[config.mk]
export PLATFORM = sky130hd
export DESIGN_NAME = muldiv_seq
export DESIGN_NICKNAME = d
export VERILOG_FILES = /design/src/rtl/muldiv_seq_pkg.sv /design/src/rtl/muldiv_step.sv /design/src/rtl/muldiv_seq.sv
export SDC_FILE = /design/constraint.sdc
export NUM_CORES = 1
export LEC_CHECK = 0
export CAP_MARGIN = 15
export CORE_MARGIN = 2
export CORE_UTILIZATION = 29
export CTS_CLUSTER_DIAMETER = 150
export CTS_CLUSTER_SIZE = 24
export DETAILED_ROUTE_END_ITERATION = 8
export PLACE_DENSITY_LB_ADDON = 0.05
export REMOVE_ABC_BUFFERS = 1
export SYNTH_ARGS = -nofsm -noshare
export SYNTH_HDL_FRONTEND = slang
export SYNTH_SLANG_ARGS = --single-unit
[constraint.sdc]
create_clock -name clk -period 5 [get_ports clk]
set_input_delay 1 -clock clk [delete_from_list [all_inputs] [get_ports clk]]
set_output_delay 1 -clock clk [all_outputs]
set_load 0.1 [all_outputs]
[src/rtl/muldiv_seq_pkg.sv]
// Shared execute-stage types: ALU opcode encoding, mul/div sequencer states
// and opcode classification helpers.
package muldiv_seq_pkg;

  typedef enum logic [3:0] {
    ALU_ADD   = 4'd0,
    ALU_SUB   = 4'd1,
    ALU_SLL   = 4'd2,
    ALU_SLT   = 4'd3,
    ALU_SLTU  = 4'd4,
    ALU_XOR   = 4'd5,
    ALU_SRL   = 4'd6,
    ALU_SRA   = 4'd7,
    ALU_OR    = 4'd8,
    ALU_AND   = 4'd9,
    ALU_LUI   = 4'd10,
    ALU_PASSB = 4'd11,
    ALU_MUL   = 4'd12,
    ALU_MULH  = 4'd13,
    ALU_DIV   = 4'd14,
    ALU_REM   = 4'd15
  } alu_e;

  typedef enum logic [1:0] {
    MD_IDLE,
    MD_BUSY,
    MD_DONE
  } md_state_e;

  function automatic logic is_muldiv(logic [3:0] op);
    return (op == ALU_MUL) || (op == ALU_MULH) || (op == ALU_DIV) || (op == ALU_REM);
  endfunction

  function automatic logic is_divop(logic [3:0] op);
    return (op == ALU_DIV) || (op == ALU_REM);
  endfunction

endpackage

[src/rtl/muldiv_step.sv]
// One iteration of the shared datapath: shift-add multiply step or
// restoring divide step, selected by is_div.
module muldiv_step #(
  parameter int XLEN = 32
) (
  input  logic            is_div,
  input  logic [XLEN:0]   acc,
  input  logic [XLEN-1:0] lo,
  input  logic [XLEN-1:0] opb,
  output logic [XLEN:0]   acc_nxt,
  output logic [XLEN-1:0] lo_nxt
);

  logic [XLEN:0] sum;
  logic [XLEN:0] shifted;
  logic          ge;

  // Multiply: {acc,lo} holds partial product / remaining multiplier bits.
  assign sum     = acc + {1'b0, (lo[0] ? opb : {XLEN{1'b0}})};
  // Divide: acc is the partial remainder, lo shifts dividend out and quotient in.
  assign shifted = {acc[XLEN-1:0], lo[XLEN-1]};
  assign ge      = (shifted >= {1'b0, opb});

  always_comb begin
    if (is_div) begin
      acc_nxt = ge ? (shifted - {1'b0, opb}) : shifted;
      lo_nxt  = {lo[XLEN-2:0], ge};
    end else begin
      acc_nxt = {1'b0, sum[XLEN:1]};
      lo_nxt  = {sum[0], lo[XLEN-1:1]};
    end
  end

endmodule

[src/rtl/muldiv_seq.sv]
// Multi-cycle MUL/MULH/DIV/REM unit beside the execute-stage ALU; one
// iteration per cycle on a shared datapath, result held until writeback.
module muldiv_seq
  import muldiv_seq_pkg::*;
#(
  parameter int XLEN  = 32,
  parameter int CNT_W = $clog2(XLEN)
) (
  input  logic            clk,
  input  logic            rst_n,
  input  logic            flush,
  input  logic            req_valid,
  output logic            req_ready,
  input  logic [3:0]      req_op,
  input  logic [XLEN-1:0] req_a,
  input  logic [XLEN-1:0] req_b,
  input  logic [4:0]      req_rd,
  output logic            resp_valid,
  input  logic            resp_ready,
  output logic [XLEN-1:0] resp_data,
  output logic [4:0]      resp_rd,
  output logic            busy
);

  localparam logic [XLEN-1:0] MOST_NEG = {1'b1, {(XLEN-1){1'b0}}};

  md_state_e       state_q, state_d;
  logic [CNT_W-1:0] cnt_q, cnt_d;
  logic [XLEN:0]   acc_q, acc_d;
  logic [XLEN-1:0] lo_q, lo_d;
  logic [XLEN-1:0] opb_q, opb_d;
  alu_e            op_q, op_d;
  logic            sa_q, sa_d;
  logic            sb_q, sb_d;
  logic [4:0]      rd_q, rd_d;
  logic [XLEN-1:0] data_q, data_d;

  logic            accept;
  logic [XLEN-1:0] mag_a, mag_b;
  logic            div0, ovf;
  logic [XLEN:0]   step_acc;
  logic [XLEN-1:0] step_lo;
  logic [XLEN-1:0] fin;

  assign req_ready  = (state_q == MD_IDLE);
  assign busy       = (state_q != MD_IDLE);
  assign resp_valid = (state_q == MD_DONE);
  assign resp_data  = data_q;
  assign resp_rd    = rd_q;

  assign accept = req_valid && req_ready && !flush;
  assign mag_a  = req_a[XLEN-1] ? -req_a : req_a;
  assign mag_b  = req_b[XLEN-1] ? -req_b : req_b;
  assign div0   = (req_b == '0);
  assign ovf    = (req_a == MOST_NEG) && (req_b == '1);

  muldiv_step #(.XLEN(XLEN)) u_step (
    .is_div  (is_divop(op_q)),
    .acc     (acc_q),
    .lo      (lo_q),
    .opb     (opb_q),
    .acc_nxt (step_acc),
    .lo_nxt  (step_lo)
  );

  // Sign correction applied to the final iteration's output. MULH high half
  // of the negated 2*XLEN product is ~hi, plus the carry when lo is zero.
  always_comb begin
    fin = '0;
    case (op_q)
      ALU_MUL:  fin = step_lo;
      ALU_MULH: fin = (sa_q ^ sb_q)
                      ? (~step_acc[XLEN-1:0]) + {{(XLEN-1){1'b0}}, (step_lo == '0)}
                      : step_acc[XLEN-1:0];
      ALU_DIV:  fin = (sa_q ^ sb_q) ? -step_lo : step_lo;
      ALU_REM:  fin = sa_q ? -step_acc[XLEN-1:0] : step_acc[XLEN-1:0];
      default:  fin = '0;
    endcase
  end

  always_comb begin
    state_d = state_q;
    cnt_d   = cnt_q;
    acc_d   = acc_q;
    lo_d    = lo_q;
    opb_d   = opb_q;
    op_d    = op_q;
    sa_d    = sa_q;
    sb_d    = sb_q;
    rd_d    = rd_q;
    data_d  = data_q;
    case (state_q)
      MD_IDLE: begin
        if (accept) begin
          op_d  = alu_e'(req_op);
          rd_d  = req_rd;
          sa_d  = req_a[XLEN-1];
          sb_d  = req_b[XLEN-1];
          acc_d = '0;
          if (!is_muldiv(req_op)) begin
            data_d  = '0;
            state_d = MD_DONE;
          end else if (is_divop(req_op) && div0) begin
            data_d  = (req_op == ALU_DIV) ? '1 : req_a;
            state_d = MD_DONE;
          end else if (is_divop(req_op) && ovf) begin
            data_d  = (req_op == ALU_DIV) ? req_a : '0;
            state_d = MD_DONE;
          end else begin
            // MUL low half is sign-independent, so raw operands suffice.
            lo_d    = (req_op == ALU_MUL) ? req_a : mag_a;
            opb_d   = (req_op == ALU_MUL) ? req_b : mag_b;
            cnt_d   = CNT_W'(XLEN - 1);
            state_d = MD_BUSY;
          end
        end
      end
      MD_BUSY: begin
        acc_d = step_acc;
        lo_d  = step_lo;
        if (cnt_q == '0) begin
          data_d  = fin;
          state_d = MD_DONE;
        end else begin
          cnt_d = cnt_q - CNT_W'(1);
        end
      end
      MD_DONE: begin
        if (resp_ready) state_d = MD_IDLE;
      end
      default: state_d = MD_IDLE;
    endcase
    if (flush) state_d = MD_IDLE;
  end

  always_ff @(posedge clk or negedge rst_n) begin
    if (!rst_n) begin
      state_q <= MD_IDLE;
      cnt_q   <= '0;
      acc_q   <= '0;
      lo_q    <= '0;
      opb_q   <= '0;
      op_q    <= ALU_ADD;
      sa_q    <= 1'b0;
      sb_q    <= 1'b0;
      rd_q    <= '0;
      data_q  <= '0;
    end else begin
      state_q <= state_d;
      cnt_q   <= cnt_d;
      acc_q   <= acc_d;
      lo_q    <= lo_d;
      opb_q   <= opb_d;
      op_q    <= op_d;
      sa_q    <= sa_d;
      sb_q    <= sb_d;
      rd_q    <= rd_d;
      data_q  <= data_d;
    end
  end

endmodule

==> After elaboration in Yosys (flattened, before gate mapping) <==
Index checks and enable logic that the tools add are counted.
{ "op_classes": {"n_eq_ne": 22, "add_sub_neg": 8, "n_bitwise": 4, "n_lt_le_gt_ge": 1, "muxes": 41, "reduce_logical": 24} }
{ "ops": {"columns": ["cell", "count"], "rows": [
  ["32-bit 2-to-1 mux", 20],
  ["32-bit negator", 4],
  ["32-bit one-hot mux with 2 select lines", 2],
  ["32-bit one-hot mux with 4 select lines", 1],
  ["33-bit 2-to-1 mux", 3],
  ["33-bit one-hot mux with 2 select lines", 1],
  ["32-bit == test (second input constant)", 2],
  ["32-bit logical NOT", 2],
  ["33-bit by 32-bit adder with 33-bit output", 1],
  ["33-bit by 32-bit >= comparator with 1-bit output", 1],
  ["33-bit by 32-bit subtractor with 33-bit output", 1],
  ["32-bit by 1-bit adder with 32-bit output", 1],
  ["4-bit == test (second input constant)", 8],
  ["32-bit NOT", 1],
  ["5-bit 2-to-1 mux", 5],
  ["2-bit 2-to-1 mux", 7],
  ["5-bit one-hot mux with 2 select lines", 1],
  ["5-bit AND reduction", 2],
  ["2-bit inequality test (second input constant)", 4],
  ["3-bit by 2-bit inequality test with 1-bit output (second input constant)", 2],
  ["2-bit one-hot mux with 3 select lines", 1],
  ["6-bit AND reduction", 1],
  ["1-bit logical AND", 5],
  ["5-bit logical NOT", 1],
  ["15 further kinds", 23]
]} }
{ "totals": {"out_inout_bits": 40, "ff_bits": 147, "input_bits": 78, "elab_cells": 110} }

==> Logic depth before layout (Yosys ltp) <==
Gate-level depths: netlist of the first run.
{ "depth": {"depth_word": 9, "depth_mapped": 26, "depth_no_buf": 23} }

==> Cells and area by module <==
Synthesis of the first run repeated with hierarchy kept, for this count alone.
{ "unflattened": {"cells_unflattened": 1987, "hier_area_um2": 15040.7} }
{ "modules_own_cells": {"columns": ["module", "seq_area_each_um2", "cells_per_inst", "n_inst", "area_per_inst_um2"], "rows": [
  ["muldiv_seq", 3678.5, 1316, 1, 10447.5],
  ["muldiv_step", 0.0, 671, 1, 4593.2]
]} }

==> Worst setup path after synthesis of the first run <==
OpenSTA, ideal clock, no wires.
{ "synth_timing": {"path_kind": "flip-flop to flip-flop", "from": "reg op_q[1]", "to": "reg data_q[28] (netlist: resp_data[28])", "setup_time_ps": 124, "t_required_ps": 4876, "path_stages_with_launch": 24, "n_path_buf": 8, "setup_slack_ps": -250, "arrival_time_ps": 5126, "period_less_slack_ps": 5250, "cell_sequence": "dfrtp_1 > clkbuf_1 > and3_1 > buf_2 > buf_2 > buf_4 > buf_1 > clkbuf_1 > buf_2 > buf_1 > o21ai_0 > ha_1 > and4b_1 > and3_1 > nand3_1 > nor2_1 > and4_1 > ha_1 > a21boi_1 > nand4_1 > o41ai_1 > xnor2_1 > o221a_1 > a21oi_2"} }
{ "synth_between": {"elab_chain_len": 9, "word_cells_on_any_way": 18, "classes_between": "3 x add/sub; 4 x eq/ne; 8 x mux; 1 x bitwise; 2 x reduce/logical"} }
{ "synth_rtl": {"columns": ["element", "line", "text"], "rows": [
  ["from (decl)", "muldiv_seq.sv:32", "alu_e op_q, op_d;"],
  ["from (signal assigned)", "muldiv_seq.sv:154", "op_q <= op_d;"],
  ["4-bit == test", "muldiv_seq_pkg.sv:35, muldiv_seq.sv:70", null],
  ["1-bit logical OR", "muldiv_seq_pkg.sv:35", "return (op == ALU_DIV) || (op == ALU_REM);"],
  ["32-bit 2-to-1 mux or 33-bit 2-to-1 mux (tied branches)", "muldiv_step.sv:25", "if (is_div) begin"],
  ["32-bit logical NOT or 32-bit NOT (tied branches)", "muldiv_seq.sv:73", "? (~step_acc[XLEN-1:0]) + {{(XLEN-1){1'b0}}, (step_lo == '0)}"],
  ["32-bit by 1-bit adder with 32-bit output", "muldiv_seq.sv:73", null],
  ["32-bit 2-to-1 mux", "muldiv_seq.sv:73", null],
  ["32-bit one-hot mux with 4 select lines *", "muldiv_seq.sv:70", "case (op_q)"],
  ["32-bit 2-to-1 mux *", "muldiv_seq.sv:121", "if (cnt_q == '0) begin"],
  ["32-bit one-hot mux with 2 select lines *", "muldiv_seq.sv:92", "case (state_q)"],
  ["to (signal assigned)", "muldiv_seq.sv:158", "data_q <= data_d;"],
  ["to (decl)", "muldiv_seq.sv:36", "logic [XLEN-1:0] data_q, data_d;"]
]} }
Every way passes the cells marked *; elsewhere a longest branch is shown, timed or not. The select of a mux whose other input is x is not followed.
A chain may end at the register's enable or synchronous reset.

==> Worst setup path in the final report of the first run <==
{ "layout_timing": {"from": "reg acc_q[17]", "to": "reg data_q[30] (netlist: resp_data[30])"} }
{ "layout_between": {"elab_chain_len": 9, "word_cells_on_any_way": 17, "classes_between": "5 x add/sub; 1 x order compare; 9 x mux; 1 x bitwise; 1 x reduce/logical"} }
{ "layout_rtl": {"columns": ["element", "line", "text"], "rows": [
  ["from (decl)", "muldiv_seq.sv:29", "logic [XLEN:0] acc_q, acc_d;"],
  ["from (signal assigned)", "muldiv_seq.sv:140", "acc_q <= '0;"],
  ["from (signal assigned)", "muldiv_seq.sv:151", "acc_q <= acc_d;"],
  ["parallel branches: the longest is 6 deep, another holds 33-bit by 32-bit >= comparator with 1-bit output", null, null],
  ["32-bit one-hot mux with 4 select lines *", "muldiv_seq.sv:70", null],
  ["32-bit 2-to-1 mux *", "muldiv_seq.sv:121", null],
  ["32-bit one-hot mux with 2 select lines *", "muldiv_seq.sv:92", null]
]} }
Every way passes the cells marked *. The select of a mux whose other input is x is not followed.

==> results of run 1 <==
state kept, by name (all words and copies together), names as in the netlist:
| signal | flops |
|---|---|
| acc_q | 33 |
| op_q | 4 |
| cnt_q | 5 |
| sb_q | 1 |
| sa_q | 1 |
| state_q | 2 |
| opb_q | 32 |
| resp_data | 32 |
| resp_rd | 5 |
| lo_q | 32 |
power breakdown:
part	internal [mW]	leakage (nW)	total, mW	switching (mW)
logic	3.06	6.57	7.65	4.59
registers	1.49	1.87	1.81	0.320
clock network	0.916	0.307	1.51	0.594
total	5.47	8.75	11.0	5.50
logic make-up after synthesis:
kind of cell / after synthesis / share of synthesized area, %
compound gates: 709 / 28.8
xor+xnor: 170 / 9.45
fa+ha+maj: 75 / 6.05
buf+inv: 197 / 5.03
flops: 147 / 23.3
mux: 52 / 3.40
simple gates: 773 / 23.9
metal layers:
| metal | up-vias | wire length, um |
|---|---|---|
| li1 | 8587 | - |
| met1 | 8839 | 36100 |
| met4 | 0 | 1190 |
| met5 | - | 0 |
| met3 | 58 | 4820 |
| met2 | 576 | 32900 |
what timing repair did:
item | 4_1_cts | 5_1_grt
gates resized for setup | 11 | 38
buffers inserted | 1 | 5
gates cloned | 0 | 0
endpoints found under the setup margin | 30 | 29
endpoints found under the hold margin | 0 | 0
pin swaps | 2 | 8
synth_stat cells, drive strengths merged (6+ instances only):
| library cell | number | area [um^2] |
|---|---|---|
| or3 | 17 | 106 |
| o21ai | 172 | 861 |
| and3 | 17 | 111 |
| nor2b | 9 | 56.3 |
| nor3 | 68 | 345 |
| a221oi | 7 | 61.3 |
| buf | 28 | 154 |
| a22oi | 10 | 80.1 |
| o31ai | 22 | 165 |
| o31a | 7 | 62.6 |
| xor2 | 66 | 578 |
| nor4 | 31 | 200 |
| a21oi | 215 | 1080 |
| mux2 | 12 | 135 |
| o211ai | 17 | 141 |
| o21a | 21 | 158 |
| or4 | 15 | 116 |
| o221ai | 9 | 78.8 |
| a31o | 6 | 52.6 |
| and2 | 48 | 300 |
| a211oi | 20 | 163 |
| ha | 73 | 913 |
| xnor2 | 104 | 911 |
| inv | 60 | 225 |
| nand2 | 237 | 890 |
| nand3 | 52 | 260 |
| nor3b | 6 | 45.0 |
| mux2i | 40 | 400 |
| nand2b | 12 | 75.1 |
| clkbuf | 108 | 410 |
| a21o | 25 | 188 |
| o21bai | 7 | 52.6 |
| o41ai | 13 | 114 |
| and4 | 8 | 70.1 |
| nand4 | 48 | 307 |
| nor2 | 176 | 663 |
| a21boi | 7 | 56.3 |
| a211o | 10 | 87.6 |
| o311ai | 6 | 67.6 |
| or2 | 12 | 77.6 |
| a31oi | 44 | 303 |
| o22ai | 38 | 244 |
| dfrtp | 147 | 3680 |
worst paths after layout:
path / startpoint / end / slack [ns] / cells past startpoint
min in group asynchronous: rst_n / lo_q[15] / 0.52 / 1
worst min register to register: resp_data[13] / resp_data[13] / 0.50 / 1
worst min-delay path: resp_data[13] / resp_data[13] / 0.50 / 1
max in group asynchronous: rst_n / opb_q[5] / 3.49 / 2
worst max-delay path: acc_q[17] / resp_data[30] / 0.19 / 17
worst max register to register: acc_q[17] / resp_data[30] / 0.19 / 17
layout make-up:
type                    count  area [um^2]
clock buffers              21          470
clock inverters             9          178
fillers                  5721        32800
inverters                  61          229
multi-input cells        1779        11600
flip-flops and latches    147         3680
well taps                 696          871
repair buffers            490         4020
per-stage QoR:
| step | cell area, um^2 | TNS, ns |
|---|---|---|
| 2_1_floorplan | 15200 | -276.67 |
| 3_3_place_gp | 20100 | -8.23 |
| 3_5_place_dp | 20100 | -9.36 |
| 4_1_cts | 20800 | 0 |
| 5_1_grt | 21000 | 0 |
| 6_report | 21000 | 0 |
==> report_table.html, run 1 <==
<table>
<tr><th>Metric</th><th>Value</th></tr>
<tr><th colspan="2">Detailed routing</th></tr>
<tr><td>Initial detailed-routing violation count</td><td>1732</td></tr>
<tr><td>Post-detailed-route DRC marker count</td><td>0</td></tr>
<tr><td>Post-route antenna net violation count</td><td>0</td></tr>
<tr><td>Detailed-routing iteration count for the pre-antenna-repair pass</td><td>5</td></tr>
<tr><td>Via count</td><td>18100</td></tr>
<tr><td>Via density per instance</td><td>5.64</td></tr>
<tr><td>Final wirelength</td><td>75000 um</td></tr>
<tr><td>Average wire length per cell after detail routing</td><td>23.4 um</td></tr>
<tr><th colspan="2">Floorplan</th></tr>
<tr><td>Top-Level Pins</td><td>118</td></tr>
<tr><td>Initial Util</td><td>29.3%</td></tr>
<tr><td>Die outline height</td><td>237 um</td></tr>
<tr><td>Number of placement rows</td><td>85</td></tr>
<tr><td>Die footprint</td><td>0.0562 mm^2</td></tr>
<tr><td>Core ar.</td><td>0.0538 mm^2</td></tr>
<tr><td>Die extent in x</td><td>237 um</td></tr>
<tr><th colspan="2">GRT</th></tr>
<tr><td>Global-route wire length before repair</td><td>112000 um</td></tr>
<tr><td>Global-route usage over all layers</td><td>26.6%</td></tr>
<tr><td>Via count of the first global-routing pass</td><td>17400</td></tr>
<tr><td>Global-route track usage on met2</td><td>41.2%</td></tr>
<tr><td>Leftover overflow at the end of global routing</td><td>0</td></tr>
<tr><td>Maximum number of pins on one net before global-route repair</td><td>77</td></tr>
<tr><td>Antenna violations before repair</td><td>0</td></tr>
<tr><td>GRT Max-Usage Layer</td><td>met2</td></tr>
<tr><td>Met1 demand-to-capacity share in global routing</td><td>38.4%</td></tr>
<tr><td>GR Layer Usage met3</td><td>4.94%</td></tr>
<tr><th colspan="2">STA</th></tr>
<tr><td>Layout Skew</td><td>0.0220 ns</td></tr>
<tr><td>Clock period minus worst slack</td><td>4.81 ns</td></tr>
<tr><td>Transition time of the tightest slew-check pin</td><td>1.00 ns</td></tr>
<tr><td>Final Setup Violations</td><td>0</td></tr>
<tr><td>Worst Setup Slack, final</td><td>0.195 ns</td></tr>
<tr><td>Highest clock rate</td><td>208 MHz</td></tr>
<tr><td>Final hold violation count</td><td>0</td></tr>
<tr><td>Unrepaired setup endpoints after global routing</td><td>false</td></tr>
<tr><td>Slew Limit Headroom</td><td>33.0%</td></tr>
<tr><td>Worst hold-check slack</td><td>0.496 ns</td></tr>
<tr><td>Final cycle utilization of the critical path</td><td>96.1%</td></tr>
<tr><td>Number of max-slew violations in the final report</td><td>0</td></tr>
<tr><th colspan="2">Finish</th></tr>
<tr><td>Commonest non-fill, non-tap cell in the layout</td><td>buf_4</td></tr>
<tr><td>Area overhead of the layout relative to synthesis</td><td>33.4%</td></tr>
<tr><td>Non-filler cells, final</td><td>3203</td></tr>
<tr><td>Top library cells by usage in the layout, fill and taps aside</td><td>buf_4, nand2_1, a21oi_1</td></tr>
<tr><td>Post-layout nets</td><td>2649</td></tr>
<tr><td>Final core occ</td><td>39.1%</td></tr>
<tr><td>Number of inserted diodes</td><td>0</td></tr>
<tr><td>Share of final-layout standard cells stronger than drive strength 1</td><td>20.1%</td></tr>
<tr><th colspan="2">Logic synthesis</th></tr>
<tr><td>Dominant register cell in the synthesized netlist</td><td>dfrtp_1</td></tr>
<tr><td>Count of flip-flops with a built-in enable after synthesis</td><td>0</td></tr>
<tr><td>Async set-reset flop share out of synthesis</td><td>100%</td></tr>
<tr><td>Proportion of synthesized chip area in sequential cells</td><td>23.3%</td></tr>
<tr><td>Register bit total from synthesis</td><td>147</td></tr>
<tr><td>Syn. warnings</td><td>0</td></tr>
<tr><td>Netlist Area Pre-Place</td><td>0.0158 mm^2</td></tr>
<tr><td>Synthesized instance count</td><td>2123</td></tr>
<tr><td>Cell variety after synth</td><td>104</td></tr>
<tr><td>Post-synthesis area per instance</td><td>7.42 um^2</td></tr>
<tr><th colspan="2">Run status</th></tr>
<tr><td>Status</td><td>finished, final reports clean</td></tr>
<tr><th colspan="2">Critical path</th></tr>
<tr><td>Cell family with most CP delay</td><td>compound AO/OA/AOI/OAI gates</td></tr>
<tr><td>Capturing element type of the critical path</td><td>flop</td></tr>
<tr><td>Arrival time of the worst setup path</td><td>5.19 ns</td></tr>
<tr><td>Critical path's most frequent cell</td><td>buf_4</td></tr>
<tr><td>Required time at the worst-slack endpoint</td><td>5.38 ns</td></tr>
<tr><td>WS Path Type</td><td>reg -&gt; reg</td></tr>
<tr><td>Worst path slowest cell</td><td>o41a_1</td></tr>
<tr><td>Startpoint types</td><td>flop</td></tr>
<tr><td>Worst-path maximum fanout</td><td>7</td></tr>
<tr><td>List of cells traversed by the critical path</td><td>ha_1 &gt; buf_4 &gt; nand4_1 &gt; buf_4 &gt; or3_1 &gt; o41a_1 &gt; a21boi_0 &gt; a2111oi_0 &gt; buf_4 &gt; a211o_1 &gt; a2111oi_2 &gt; buf_4 &gt; and4_1 &gt; and4_1 &gt; a21oi_1 &gt; o31ai_1 &gt; a21oi_1</td></tr>
<tr><td>Buffer and inverter count on the worst path</td><td>4</td></tr>
<tr><td>Largest stage delay, worst path</td><td>0.52 ns</td></tr>
<tr><th colspan="2">Clock network</th></tr>
<tr><td>CTS tree</td><td>done</td></tr>
<tr><td>Max H-tree Level</td><td>4</td></tr>
<tr><td>TritonCTS buffer count</td><td>17</td></tr>
<tr><td>Bufs on Longest Clock Path</td><td>2</td></tr>
<tr><td>Root cell of the clock tree</td><td>clkbuf_16</td></tr>
<tr><td>Clk slew on worst S/H paths</td><td>0.07 ns</td></tr>
<tr><td>CTS sink count</td><td>147</td></tr>
<tr><td>Number of hold buffers added after CTS</td><td>0</td></tr>
<tr><td>Clock Latency Late Sink</td><td>0.51 ns</td></tr>
<tr><th colspan="2">Pwr</th></tr>
<tr><td>Power per Cell Area</td><td>522 mW/mm^2</td></tr>
<tr><td>IR Drop Worst-Case VDD</td><td>0.334 mV</td></tr>
<tr><td>Leakage</td><td>8.75 nW</td></tr>
<tr><td>Power consumption</td><td>11.0 mW</td></tr>
<tr><th colspan="2">Placed design</th></tr>
<tr><td>Count of port buffers added during placement</td><td>117</td></tr>
<tr><td>DPL Wire Length</td><td>60100 um</td></tr>
<tr><td>Setup slack after placement</td><td>-0.580 ns</td></tr>
<tr><td>GPL Wtd Cong</td><td>0.937</td></tr>
<tr><td>Placed cell count</td><td>3167</td></tr>
<tr><th colspan="2">Run</th></tr>
<tr><td>Max-cap violations</td><td>0</td></tr>
<tr><th colspan="2">Worst hold path</th></tr>
<tr><td>Type of the tightest min-delay check</td><td>reg -&gt; reg</td></tr>
</table>
(Power assumes the default switching activity.)
==> run 2: changes to the inputs <==
CAP_MARGIN = 30   (was 15)
==> results of run 2 <==
The final DEF is identical to that of run 1; final timing and power are the same.
